$ cat src/rtl/cpu_control_fsm.sv
// Multicycle control sequencer for the 16-bit CPU: FETCH/DECODE/EXEC/MEM/WB sequencing,
// memory handshake with timeout, and ALU/PC/IR/register-file control decode.
module cpu_control_fsm #(
    parameter int MEM_TIMEOUT = 16,
    parameter int TO_W        = 5
) (
    input  logic        CLK,
    input  logic        reset,
    input  logic        run,
    input  logic [15:0] instr,
    input  logic        flag_z,
    input  logic        flag_n,
    input  logic        mem_ready,
    output logic        mem_rd,
    output logic        mem_wr,
    output logic        mem_sel,
    output logic        IRload,
    output logic        PCwrite,
    output logic        pc_src,
    output logic [1:0]  ALUop,
    output logic        ALUsrcB,
    output logic        FlagWrite,
    output logic        RFwrite,
    output logic [3:0]  regA,
    output logic [3:0]  regB,
    output logic [3:0]  regW,
    output logic        wb_sel,
    output logic        halted,
    output logic        error
);

    typedef enum logic [2:0] {
        S_IDLE, S_FETCH, S_DECODE, S_EXEC, S_MEM, S_WB, S_HALT, S_ERR
    } state_t;

    localparam logic [3:0] OP_LOAD  = 4'h0;
    localparam logic [3:0] OP_STORE = 4'h1;
    localparam logic [3:0] OP_ADD   = 4'h2;
    localparam logic [3:0] OP_SUB   = 4'h3;
    localparam logic [3:0] OP_NAND  = 4'h4;
    localparam logic [3:0] OP_MVI   = 4'h5;
    localparam logic [3:0] OP_BZ    = 4'h6;
    localparam logic [3:0] OP_BNZ   = 4'h7;
    localparam logic [3:0] OP_BPZ   = 4'h8;
    localparam logic [3:0] OP_HALT  = 4'hF;

    // Last counter value on which an unanswered request is still allowed to wait.
    localparam logic [TO_W-1:0] TO_LAST = TO_W'(MEM_TIMEOUT - 1);

    state_t          state_q, state_d;
    logic [TO_W-1:0] cnt_q, cnt_d;
    logic            error_q, error_d;

    logic [3:0] opcode;
    logic [3:0] rx_idx;
    logic [3:0] ry_idx;
    logic       req;
    logic       timeout;
    logic       br_taken;
    logic       unused_instr_bits;

    assign opcode            = instr[15:12];
    assign rx_idx            = {1'b0, instr[10:8]};
    assign ry_idx            = {1'b0, instr[6:4]};
    assign unused_instr_bits = ^{instr[11], instr[7], instr[3:0]};

    // run is only honoured before the fetch request goes out; once issued it stays up.
    always_comb begin
        req = 1'b0;
        if (state_q == S_FETCH) begin
            req = run || (cnt_q != '0);
        end else if (state_q == S_MEM) begin
            req = 1'b1;
        end
        timeout = req && !mem_ready && (cnt_q == TO_LAST);
    end

    always_comb begin
        unique case (opcode)
            OP_BZ:   br_taken = flag_z;
            OP_BNZ:  br_taken = !flag_z;
            OP_BPZ:  br_taken = !flag_n;
            default: br_taken = 1'b0;
        endcase
    end

    always_comb begin
        state_d = state_q;
        cnt_d   = cnt_q;
        error_d = error_q;
        unique case (state_q)
            S_IDLE: if (run) state_d = S_FETCH;
            S_FETCH, S_MEM: begin
                if (!req) begin
                    state_d = S_IDLE;
                end else if (mem_ready) begin
                    if (state_q == S_FETCH)      state_d = S_DECODE;
                    else if (opcode == OP_LOAD)  state_d = S_WB;
                    else                         state_d = S_FETCH;
                end else if (timeout) begin
                    state_d = S_ERR;
                    error_d = 1'b1;
                end else begin
                    cnt_d = cnt_q + TO_W'(1);
                end
            end
            S_DECODE: state_d = S_EXEC;
            S_EXEC: begin
                unique case (opcode)
                    OP_LOAD, OP_STORE:               state_d = S_MEM;
                    OP_ADD, OP_SUB, OP_NAND, OP_MVI: state_d = S_WB;
                    OP_HALT:                         state_d = S_HALT;
                    default:                         state_d = S_FETCH;
                endcase
            end
            S_WB:    state_d = S_FETCH;
            default: state_d = state_q;
        endcase
        if ((state_d == S_FETCH || state_d == S_MEM) && state_d != state_q) begin
            cnt_d = '0;
        end
    end

    always_ff @(posedge CLK) begin
        if (reset) begin
            state_q <= S_IDLE;
            cnt_q   <= '0;
            error_q <= 1'b0;
        end else begin
            state_q <= state_d;
            cnt_q   <= cnt_d;
            error_q <= error_d;
        end
    end

    always_comb begin
        mem_rd    = 1'b0;
        mem_wr    = 1'b0;
        mem_sel   = 1'b0;
        IRload    = 1'b0;
        PCwrite   = 1'b0;
        pc_src    = 1'b0;
        ALUop     = 2'b00;
        ALUsrcB   = 1'b0;
        FlagWrite = 1'b0;
        RFwrite   = 1'b0;
        regA      = 4'd0;
        regB      = 4'd0;
        regW      = 4'd0;
        wb_sel    = 1'b0;
        halted    = 1'b0;
        unique case (state_q)
            S_FETCH: begin
                mem_rd  = req;
                IRload  = req && mem_ready;
                PCwrite = req && mem_ready;
            end
            S_DECODE: begin
                regA = rx_idx;
                regB = ry_idx;
            end
            S_EXEC: begin
                regA = rx_idx;
                regB = ry_idx;
                unique case (opcode)
                    OP_ADD:  begin ALUop = 2'b00; FlagWrite = 1'b1; end
                    OP_SUB:  begin ALUop = 2'b01; FlagWrite = 1'b1; end
                    OP_NAND: begin ALUop = 2'b10; FlagWrite = 1'b1; end
                    OP_MVI:  begin ALUop = 2'b11; ALUsrcB = 1'b1; end
                    default: begin PCwrite = br_taken; pc_src = br_taken; end
                endcase
            end
            S_MEM: begin
                regA    = rx_idx;
                regB    = ry_idx;
                mem_sel = 1'b1;
                mem_rd  = (opcode == OP_LOAD);
                mem_wr  = (opcode != OP_LOAD);
            end
            S_WB: begin
                regA    = rx_idx;
                regB    = ry_idx;
                regW    = rx_idx;
                RFwrite = 1'b1;
                wb_sel  = (opcode == OP_LOAD);
            end
            S_HALT:  halted = 1'b1;
            default: ;
        endcase
    end

    assign error = error_q;

endmodule

$ cat config.mk
export PLATFORM = sky130hd
export DESIGN_NAME = cpu_control_fsm
export DESIGN_NICKNAME = d
export VERILOG_FILES = /design/src/rtl/cpu_control_fsm.sv
export SDC_FILE = /design/constraint.sdc
export NUM_CORES = 1
export LEC_CHECK = 0
export ABC_AREA = 1
export BUFFER_PORTS_ARGS = -buffer_cell sky130_fd_sc_hd__buf_2
export CORE_MARGIN = 10
export CORE_UTILIZATION = 35
export DETAILED_ROUTE_END_ITERATION = 10
export GPL_TIMING_DRIVEN = 0
export SYNTH_ARGS = -nofsm -noshare
export SYNTH_HDL_FRONTEND = slang
export SYNTH_SLANG_ARGS = --single-unit
$ cat constraint.sdc
create_clock -name CLK -period 4.22 [get_ports CLK]
set_clock_uncertainty 0.1 [all_clocks]
set_input_delay 1.266 -clock CLK [delete_from_list [all_inputs] [get_ports CLK]]
set_output_delay 1.266 -clock CLK [all_outputs]
set_load 0.05 [all_outputs]
==> impl_metrics.env, run 1 <==
export IMPL_drt_iter0_drc=20
export IMPL_drive_above_1_share=0.307
export IMPL_critPathLaunchType="primary input"
export IMPL_hold_viol_final=0
export IMPL_chipWidth_um=72.1
export IMPL_synth_xor_area_share=0.0369
export IMPL_gp_congestion=0.830
export IMPL_cp_cell_sequence="buf_2 -> inv_1 -> nand2_1 -> nor2_1 -> inv_1 -> o22ai_1 -> buf_2"
export IMPL_die_h_um=72.1
export IMPL_diodes=0
export IMPL_ant_nets=0
export IMPL_synthSimpleGateAreaFrac=0.479
export IMPL_cp_slowest_stage_delay_ns=0.29
export IMPL_cts_resized_gates=0
export IMPL_status="finished clean"
export IMPL_cts_root_buf="clkbuf_4"
export IMPL_post_cts_buffers=0
export IMPL_ys_flop_type="dfxtp_1"
export IMPL_postRouteWirelength_um=2520
export IMPL_vias=1039
export IMPL_grt_max_degree=8
export IMPL_ys_warn_count=0
export IMPL_r2r_cells=13
export IMPL_drt_pass1_iterations=4
export IMPL_start_util=0.376
export IMPL_multi_input_area_sq_um=618
export IMPL_core_sq_um=2520
export IMPL_p_leak_nw=0.714
export IMPL_cts_tree="built"
export IMPL_cellPowerDensity_nw_per_um2=301
export IMPL_hold_path_depth=2
export IMPL_cts_num_sinks=9
export IMPL_clk_latency_ns=0.26
export IMPL_dieArea_sq_um=5190
export IMPL_io_pins=48
export IMPL_post_route_period_util=0.869
export IMPL_period_needed_ns=3.67
export IMPL_hold_end="error"
export IMPL_dp_final_hpwl_um=2240
export IMPL_min_path_type="flop to flop"
export IMPL_drc_errors=0
export IMPL_path_clk_slew_ns=0.06
export IMPL_muxShareOfSynthArea=0.0106
export IMPL_crit_arrival_ns=2.30
export IMPL_rsz0062_at_grt="false"
export IMPL_rr_startpoint="cnt_q[0]"
export IMPL_synth_cell_types=28
export IMPL_vias_per_cell=4.42
export IMPL_track_usage=0.0915
export IMPL_grt_pass1_wl_um=4130
export IMPL_crit_path_max_fanout=4
export IMPL_fmax_mhz=273
export IMPL_drv_slew=0
export IMPL_crit_buf_inv=4
export IMPL_synth_edf_count=0
export IMPL_r2r_end="cnt_q[1]"
export IMPL_seq_area_frac_synth=0.190
export IMPL_synth_compound_area_share=0.0739
export IMPL_async_reset_ff_frac=0
export IMPL_synthesis_area_sq_um=948
export IMPL_syn_area_per_cell_sq_um=5.89
export IMPL_synth_top_area_share=0.190
export IMPL_synth_seq_cells=9
export IMPL_clockBufferDepth=2
export IMPL_criticalPathCategory="primary input to output port"
export IMPL_synthAdderAreaFrac=0.0396
export IMPL_setup_viol=0
export IMPL_cts_hold_buf=0
export IMPL_maxCapViolations=0
export IMPL_vdd_drop_max_v=0.000201
export IMPL_rows=18
export IMPL_final_core_util=0.480
export IMPL_antenna_found_initial=0
export IMPL_synth_top_family_by_area="simple AND/OR/NAND/NOR gates"
export IMPL_required_ns=2.85
export IMPL_ys_top_cells_by_area="dfxtp_1 (19%), inv_1 (13%), nand2_1 (13%)"
export IMPL_netlist_top_cell_by_area="dfxtp_1"
export IMPL_crit_cells=7
export IMPL_cts_buffers=3
export IMPL_regArea_sq_um=180
export IMPL_setup_tns_ns=0
export IMPL_cts_htree_levels=1
export IMPL_wire_per_inst_um=10.7
export IMPL_syn_inst=161
export IMPL_fin_nets=231
export IMPL_area_growth_pct=27.7
export IMPL_worstHoldStart="error"
export IMPL_grt_pass1_vias=981
export IMPL_ff2ff_setup_slack_ns=2.27
export IMPL_power_total_mw=0.365
export IMPL_crit_start="instr[12]"
export IMPL_end_kind="output port"
export IMPL_port_buffers=38
export IMPL_n_fill_cell=267
export IMPL_path_delay_family="buffers and inverters"
export IMPL_grt_ovfl_total=0
export IMPL_worst_path_max_delay_cell="buf_2"
metrics by stage:
| stage | hold slack, ns | cell area [sq um] | instances | setup slack [ns] |
|---|---|---|---|---|
| 6_report | 0.351 | 1210 | 235 | 0.555 |
| 2_1_floorplan | 0.369 | 956 | 163 | 0.0114 |
| 3_5_place_dp | 0.346 | 1180 | 231 | 0.555 |
| 3_3_place_gp | 0.333 | 1180 | 231 | 0.555 |
| 4_1_cts | 0.357 | 1210 | 235 | 0.551 |
| 5_1_grt | 0.386 | 1210 | 235 | 0.442 |
synthesized netlist by cell type, types with 2 or more instances:
| cell | number |
|---|---|
| xor2_1 | 4 |
| buf_4 | 3 |
| nor2_1 | 29 |
| nand2_2 | 6 |
| nand3_1 | 8 |
| nor3_1 | 3 |
| ha_1 | 3 |
| nand3_2 | 3 |
| dfxtp_1 | 9 |
| inv_1 | 33 |
| nor2_2 | 2 |
| inv_2 | 2 |
| nand2_1 | 33 |
| o21ai_0 | 4 |
| a21oi_1 | 6 |
report_power, final:
| part | leakage [nW] | internal (mW) | switching, mW |
|---|---|---|---|
| sequential | 0.0730 | 0.0907 | 0.00958 |
| clock | 0.0177 | 0.0350 | 0.0309 |
| combinational | 0.623 | 0.0582 | 0.141 |
| total | 0.714 | 0.184 | 0.181 |
area by class of cell:
type,count,share of cell area
timing repair buffer,38,0.157
buffer,3,0.0186
sequential,9,0.149
tap,30,0.0310
multi-input combinational,115,0.510
inverter,36,0.112
clock inverter,1,0.00413
clock buffer,3,0.0186
worst max path at each step:
stage                endpoint  slack (ns)
CTS                    mem_rd        0.55
finish                 mem_rd        0.55
global placement       mem_rd        0.55
detailed placement     mem_rd        0.55
floorplan           FlagWrite        0.01
global route           mem_rd        0.44
tightest hold or removal path: cells and delay by family, from the launching register on:
family | cells | cell delay, ns
buffers and inverters | 1 | 0.05
flip-flops | 1 | 0.31
AO/OA/AOI/OAI | 1 | 0.05
kinds of logic after synthesis:
family                   Yosys count
AND/OR/NAND/NOR                   91
XOR/XNOR                           4
AO/OA/AOI/OAI                     13
flip-flops                         9
multiplexers                       1
buffers and inverters             39
adder cells (fa/ha/maj)            3
other                              1
routing by layer:
layer | share of wire | GRT usage | vias to the layer above | routed length (um)
met3 | 0.075 | 0.0313 | 2 | 189
met5 | 0 | 0 | - | 0
met1 | 0.45 | 0.104 | 432 | 1130
met4 | 0.0060 | 0.0323 | 0 | 15
met2 | 0.47 | 0.155 | 28 | 1180
li1 | - | - | 577 | -
state kept, by name, summed over array words and instances (netlist names):
signal,flops
cnt_q,5
error,1
state_q,3
placed cells by master, fill, tap and decap left out, types with 2 or more instances in the layout:
cell	Yosys	routed
buf_2	0	38
buf_4	3	3
nor2_2	2	2
nand2_1	33	33
inv_1	33	33
dfxtp_1	9	9
xor2_1	4	4
a21oi_1	6	6
nor2_1	29	29
clkbuf_4	0	3
inv_2	2	2
o21ai_0	4	4
nand3_1	8	8
nor3_1	3	3
nand2_2	6	6
conb_1	1	3
nand3_2	3	3
ha_1	3	3
Note: power is estimated with default switching activity, not from simulation.
==> inputs of run 2 (changes only) <==
--- a/config.mk
+++ b/config.mk
@@ -11,6 +11,8 @@
 export CORE_UTILIZATION = 35
 export DETAILED_ROUTE_END_ITERATION = 10
 export GPL_TIMING_DRIVEN = 0
+export PLACE_DENSITY_LB_ADDON = 0.1
 export SYNTH_ARGS = -nofsm -noshare
 export SYNTH_HDL_FRONTEND = slang
 export SYNTH_SLANG_ARGS = --single-unit
+export TNS_END_PERCENT = 10
==> run 2 against run 1 <==
Sequential cell count is the same. First-iteration DRC count down 15%. Core utilization hardly changed. Die area stayed put. Worst hold slack improved by 0.0019 ns. Sequential share of layout area about the same. Clock-buffer cell count grew 1. Via count is 3.9% higher. Critical endpoint unchanged. Largest cell class unchanged. Highest routed layer unchanged.
==> impl_metrics.env, run 2 (same netlist as run 1, synthesis figures left out) <==
export IMPL_period_needed_ns=3.66
export IMPL_final_core_util=0.480
export IMPL_p_sw_mw=0.181
export IMPL_crit_path_max_fanout=4
export IMPL_critPathLaunchType="primary input"
export IMPL_io_pins=48
export IMPL_area_growth_pct=27.6
export IMPL_setup_tns_ns=0
export IMPL_vdd_drop_max_v=0.000205
export IMPL_maxCapViolations=0
export IMPL_chipWidth_um=72.1
export IMPL_crit_arrival_ns=2.29
export IMPL_hold_viol_final=0
export IMPL_postRouteWirelength_um=2530
export IMPL_port_buffers=38
export IMPL_wire_per_inst_um=10.8
export IMPL_criticalPathCategory="primary input to output port"
export IMPL_drt_iter0_drc=17
export IMPL_drc_errors=0
export IMPL_setup_viol=0
export IMPL_gp_congestion=0.799
export IMPL_cts_hold_buf=0
export IMPL_dieArea_sq_um=5190
export IMPL_drt_pass1_iterations=4
export IMPL_grt_max_degree=8
export IMPL_p_int_mw=0.186
export IMPL_final_common_cell="buf_2"
export IMPL_pwr_share_clk=0.180
export IMPL_seqPwrFrac=0.274
export IMPL_path_clk_slew_ns=0.06
export IMPL_min_path_type="flop to flop"
export IMPL_required_ns=2.85
export IMPL_post_route_period_util=0.867
export IMPL_vias=1080
export IMPL_clk_latency_ns=0.26
export IMPL_most_common_layout_cells="buf_2 (38), inv_1 (33), nand2_1 (33)"
export IMPL_rsz0062_at_grt="false"
export IMPL_status="finished clean"
export IMPL_grt_pass1_wl_um=4380
export IMPL_post_cts_buffers=0
export IMPL_rows=18
export IMPL_clockBufferDepth=2
export IMPL_ant_nets=0
export IMPL_cts_htree_levels=1
export IMPL_top_register="cnt_q"
export IMPL_cts_tree="built"
export IMPL_layoutNonFillerInstCount=235
export IMPL_fin_nets=231
export IMPL_antenna_found_initial=0
export IMPL_cellPowerDensity_nw_per_um2=303
export IMPL_switching_share=0.494
export IMPL_cts_resized_gates=0
export IMPL_fmax_mhz=273
export IMPL_p_leak_nw=0.711
export IMPL_vias_per_cell=4.60
export IMPL_core_sq_um=2520
export IMPL_start_util=0.376
export IMPL_dp_cells=231
export IMPL_grt_ovfl_total=0
export IMPL_power_frac_comb=0.547
export IMPL_end_kind="output port"
export IMPL_largest_reg_flops=5
export IMPL_drv_slew=0
export IMPL_dp_final_hpwl_um=2240
export IMPL_cts_root_buf="clkbuf_4"
export IMPL_diodes=0
export IMPL_track_usage=0.0969
export IMPL_cts_buffers=3
export IMPL_die_h_um=72.1
export IMPL_cts_num_sinks=9
export IMPL_grt_pass1_vias=1044
export IMPL_timing_hold_ws_ns=0.353
export IMPL_drive_above_1_share=0.302
[run 2: cell types whose count changed in the layout (fill, tap and decap cells not counted), sizes merged]
cell and change:
clkbuf +1, clkinv -1
[run 2: cell type report]
cell class,count,area [sq um]
Tap cell,30,37.5
Timing Repair Buffer,38,190
Fill cell,278,1310
Inverter,36,135
Multi-Input combinational cell,115,618
Buffer,3,22.5
Sequential cell,9,180
Clock buffer,4,26.3
[run 2: path summary, 6_finish.rpt]
kind,cells after the start,slack [ns],endpoint,startpoint
min,2,0.35,error,error
min reg2reg,2,0.35,error,error
max reg2reg,13,2.28,cnt_q[3],cnt_q[0]
max,7,0.56,mem_rd,instr[12]
[run 2: power by group through the flow]
stage	Sequential [mW]	Combinational (mW)	Clock [mW]
after floorplan	0.0999	0.160	0
after global placement	0.102	0.199	0
after detailed placement	0.102	0.202	0
after CTS	0.100	0.203	0.0689
after global routing	0.102	0.223	0.0722
final	0.100	0.201	0.0659
[run 2: critical path: stages]
cell	delay, ns
buf_2	0.12
inv_1	0.11
nand2_1	0.08
nor2_1	0.21
inv_1	0.09
o22ai_1	0.14
buf_2	0.29
[run 2: routing by layer]
metal  global-route usage  share of wire  vias to the layer above
li1                     -              -                      575
met1                0.104           0.44                      468
met2                0.171           0.45                       35
met3               0.0367           0.11                        2
met4               0.0323         0.0083                        0
met5                    0              0                        -
[run 2: per-stage QoR]
stage / setup slack, ns / cell area (sq um) / power, mW
finish: 0.560 / 1210 / 0.367
global placement: 0.559 / 1180 / 0.301
global route: 0.433 / 1210 / 0.397
detailed placement: 0.569 / 1180 / 0.305
floorplan: 0.0114 / 956 / 0.260
CTS: 0.562 / 1210 / 0.372
==> inputs of run 3 (changes only) <==
--- a/config.mk
+++ b/config.mk
@@ -6,7 +6,7 @@
 export NUM_CORES = 1
 export LEC_CHECK = 0
 export ABC_AREA = 1
-export BUFFER_PORTS_ARGS = -buffer_cell sky130_fd_sc_hd__buf_2
+export BUFFER_PORTS_ARGS = -buffer_cell sky130_fd_sc_hd__clkbuf_2
 export CORE_MARGIN = 10
 export CORE_UTILIZATION = 35
 export DETAILED_ROUTE_END_ITERATION = 10
==> run 3 against run 2 <==
Sequential power is essentially flat. Largest cell class unchanged. Register-to-register slack worse by 0.03 ns. First-iteration DRC count rose to 2.5 times the previous value. Design area did not move.
==> impl_metrics.env, run 3 (same netlist as run 1, synthesis figures left out) <==
export IMPL_io_pins=48
export IMPL_min_path_type="flop to flop"
export IMPL_diodes=0
export IMPL_required_ns=2.85
export IMPL_p_leak_nw=0.694
export IMPL_port_buffers=38
export IMPL_wire_per_inst_um=11.0
export IMPL_grt_pass1_wl_um=4670
export IMPL_die_h_um=72.1
export IMPL_vdd_drop_max_v=0.000223
export IMPL_drt_iter0_drc=43
export IMPL_top_register="cnt_q"
export IMPL_rows=18
export IMPL_drive_above_1_share=0.302
export IMPL_most_common_layout_cells="clkbuf_2 (38), inv_1 (33), nand2_1 (33)"
export IMPL_cts_hold_buf=0
export IMPL_end_kind="output port"
export IMPL_grt_pass1_vias=1107
export IMPL_clk_latency_ns=0.26
export IMPL_setup_viol=0
export IMPL_track_usage=0.105
export IMPL_cts_root_buf="clkbuf_4"
export IMPL_ff2ff_setup_slack_ns=2.25
export IMPL_start_util=0.376
export IMPL_dp_final_hpwl_um=2310
export IMPL_vias_per_cell=4.62
export IMPL_post_route_period_util=0.873
export IMPL_drt_pass1_iterations=4
export IMPL_cts_tree="built"
export IMPL_fmax_mhz=272
export IMPL_cts_resized_gates=0
export IMPL_n_fill_cell=286
export IMPL_crit_arrival_ns=2.32
export IMPL_ant_nets=0
export IMPL_dieArea_sq_um=5190
export IMPL_area_growth_pct=27.6
export IMPL_path_clk_slew_ns=0.06
export IMPL_setup_tns_ns=0
export IMPL_grt_ovfl_total=0
export IMPL_cts_buffers=3
export IMPL_largest_reg_flops=5
export IMPL_cellPowerDensity_nw_per_um2=305
export IMPL_core_sq_um=2520
export IMPL_hold_viol_final=0
export IMPL_chipWidth_um=72.1
export IMPL_cts_num_sinks=9
export IMPL_grt_max_degree=8
export IMPL_period_needed_ns=3.68
export IMPL_drv_slew=0
export IMPL_drc_errors=0
export IMPL_critPathLaunchType="primary input"
export IMPL_fin_nets=231
export IMPL_clockBufferDepth=2
export IMPL_status="finished clean"
export IMPL_antenna_found_initial=0
export IMPL_criticalPathCategory="primary input to output port"
export IMPL_power_total_mw=0.369
export IMPL_cts_htree_levels=1
export IMPL_maxCapViolations=0
export IMPL_post_cts_buffers=0
export IMPL_postRouteWirelength_um=2590
export IMPL_crit_path_max_fanout=4
export IMPL_final_common_cell="clkbuf_2"
export IMPL_rsz0062_at_grt="false"
export IMPL_gp_congestion=0.816
export IMPL_vias=1086
[run 3: cell types whose count changed in the layout (fill, tap and decap cells not counted), sizes merged]
| cell | before | now |
|---|---|---|
| buf | 41 | 3 |
| clkbuf | 4 | 42 |
[run 3: worst paths after layout]
kind	from	end	depth (start not counted)
max reg2reg	cnt_q[0]	cnt_q[0]	13
max	instr[12]	mem_rd	7
min reg2reg	error	error	2
min	error	error	2
[run 3: layout make-up]
class	instances	area, sq um	share of cell area
timing repair buffer	38	190	0.157
buffer	3	22.5	0.0186
clock buffer	4	26.3	0.0217
tap	30	37.5	0.0310
multi-input combinational	115	618	0.511
inverter	36	135	0.112
sequential	9	180	0.149
[run 3: per-stage QoR]
stage	hold WS [ns]	instances	utilization	setup WS, ns	area [sq um]
floorplan	0.369	163	-	0.0114	956
global placement	0.338	231	0.469	0.543	1180
detailed placement	0.345	231	0.469	0.542	1180
CTS	0.355	235	0.480	0.536	1210
global route	0.373	235	0.480	0.417	1210
finish	0.355	235	0.480	0.538	1210
[run 3: critical path: stages]
cell and delay (ns):
clkbuf_2 0.11, inv_1 0.11, nand2_1 0.09, nor2_1 0.21, inv_1 0.09, o22ai_1 0.14, clkbuf_2 0.30
[run 3: metal layers]
layer | up-vias | global-route usage | wire length (um)
met2 | 36 | 0.186 | 1160
met3 | 5 | 0.0367 | 269
met5 | - | 0 | 0
met4 | 0 | 0.0452 | 43
li1 | 573 | - | -
met1 | 472 | 0.109 | 1120
[run 3: power breakdown]
| group | switching [mW] | internal [mW] | total (mW) | leakage, nW |
|---|---|---|---|---|
| Combinational | 0.144 | 0.0581 | 0.202 | 0.606 |
| Sequential | 0.0101 | 0.0908 | 0.101 | 0.0730 |
| Clock | 0.0296 | 0.0364 | 0.0660 | 0.0150 |
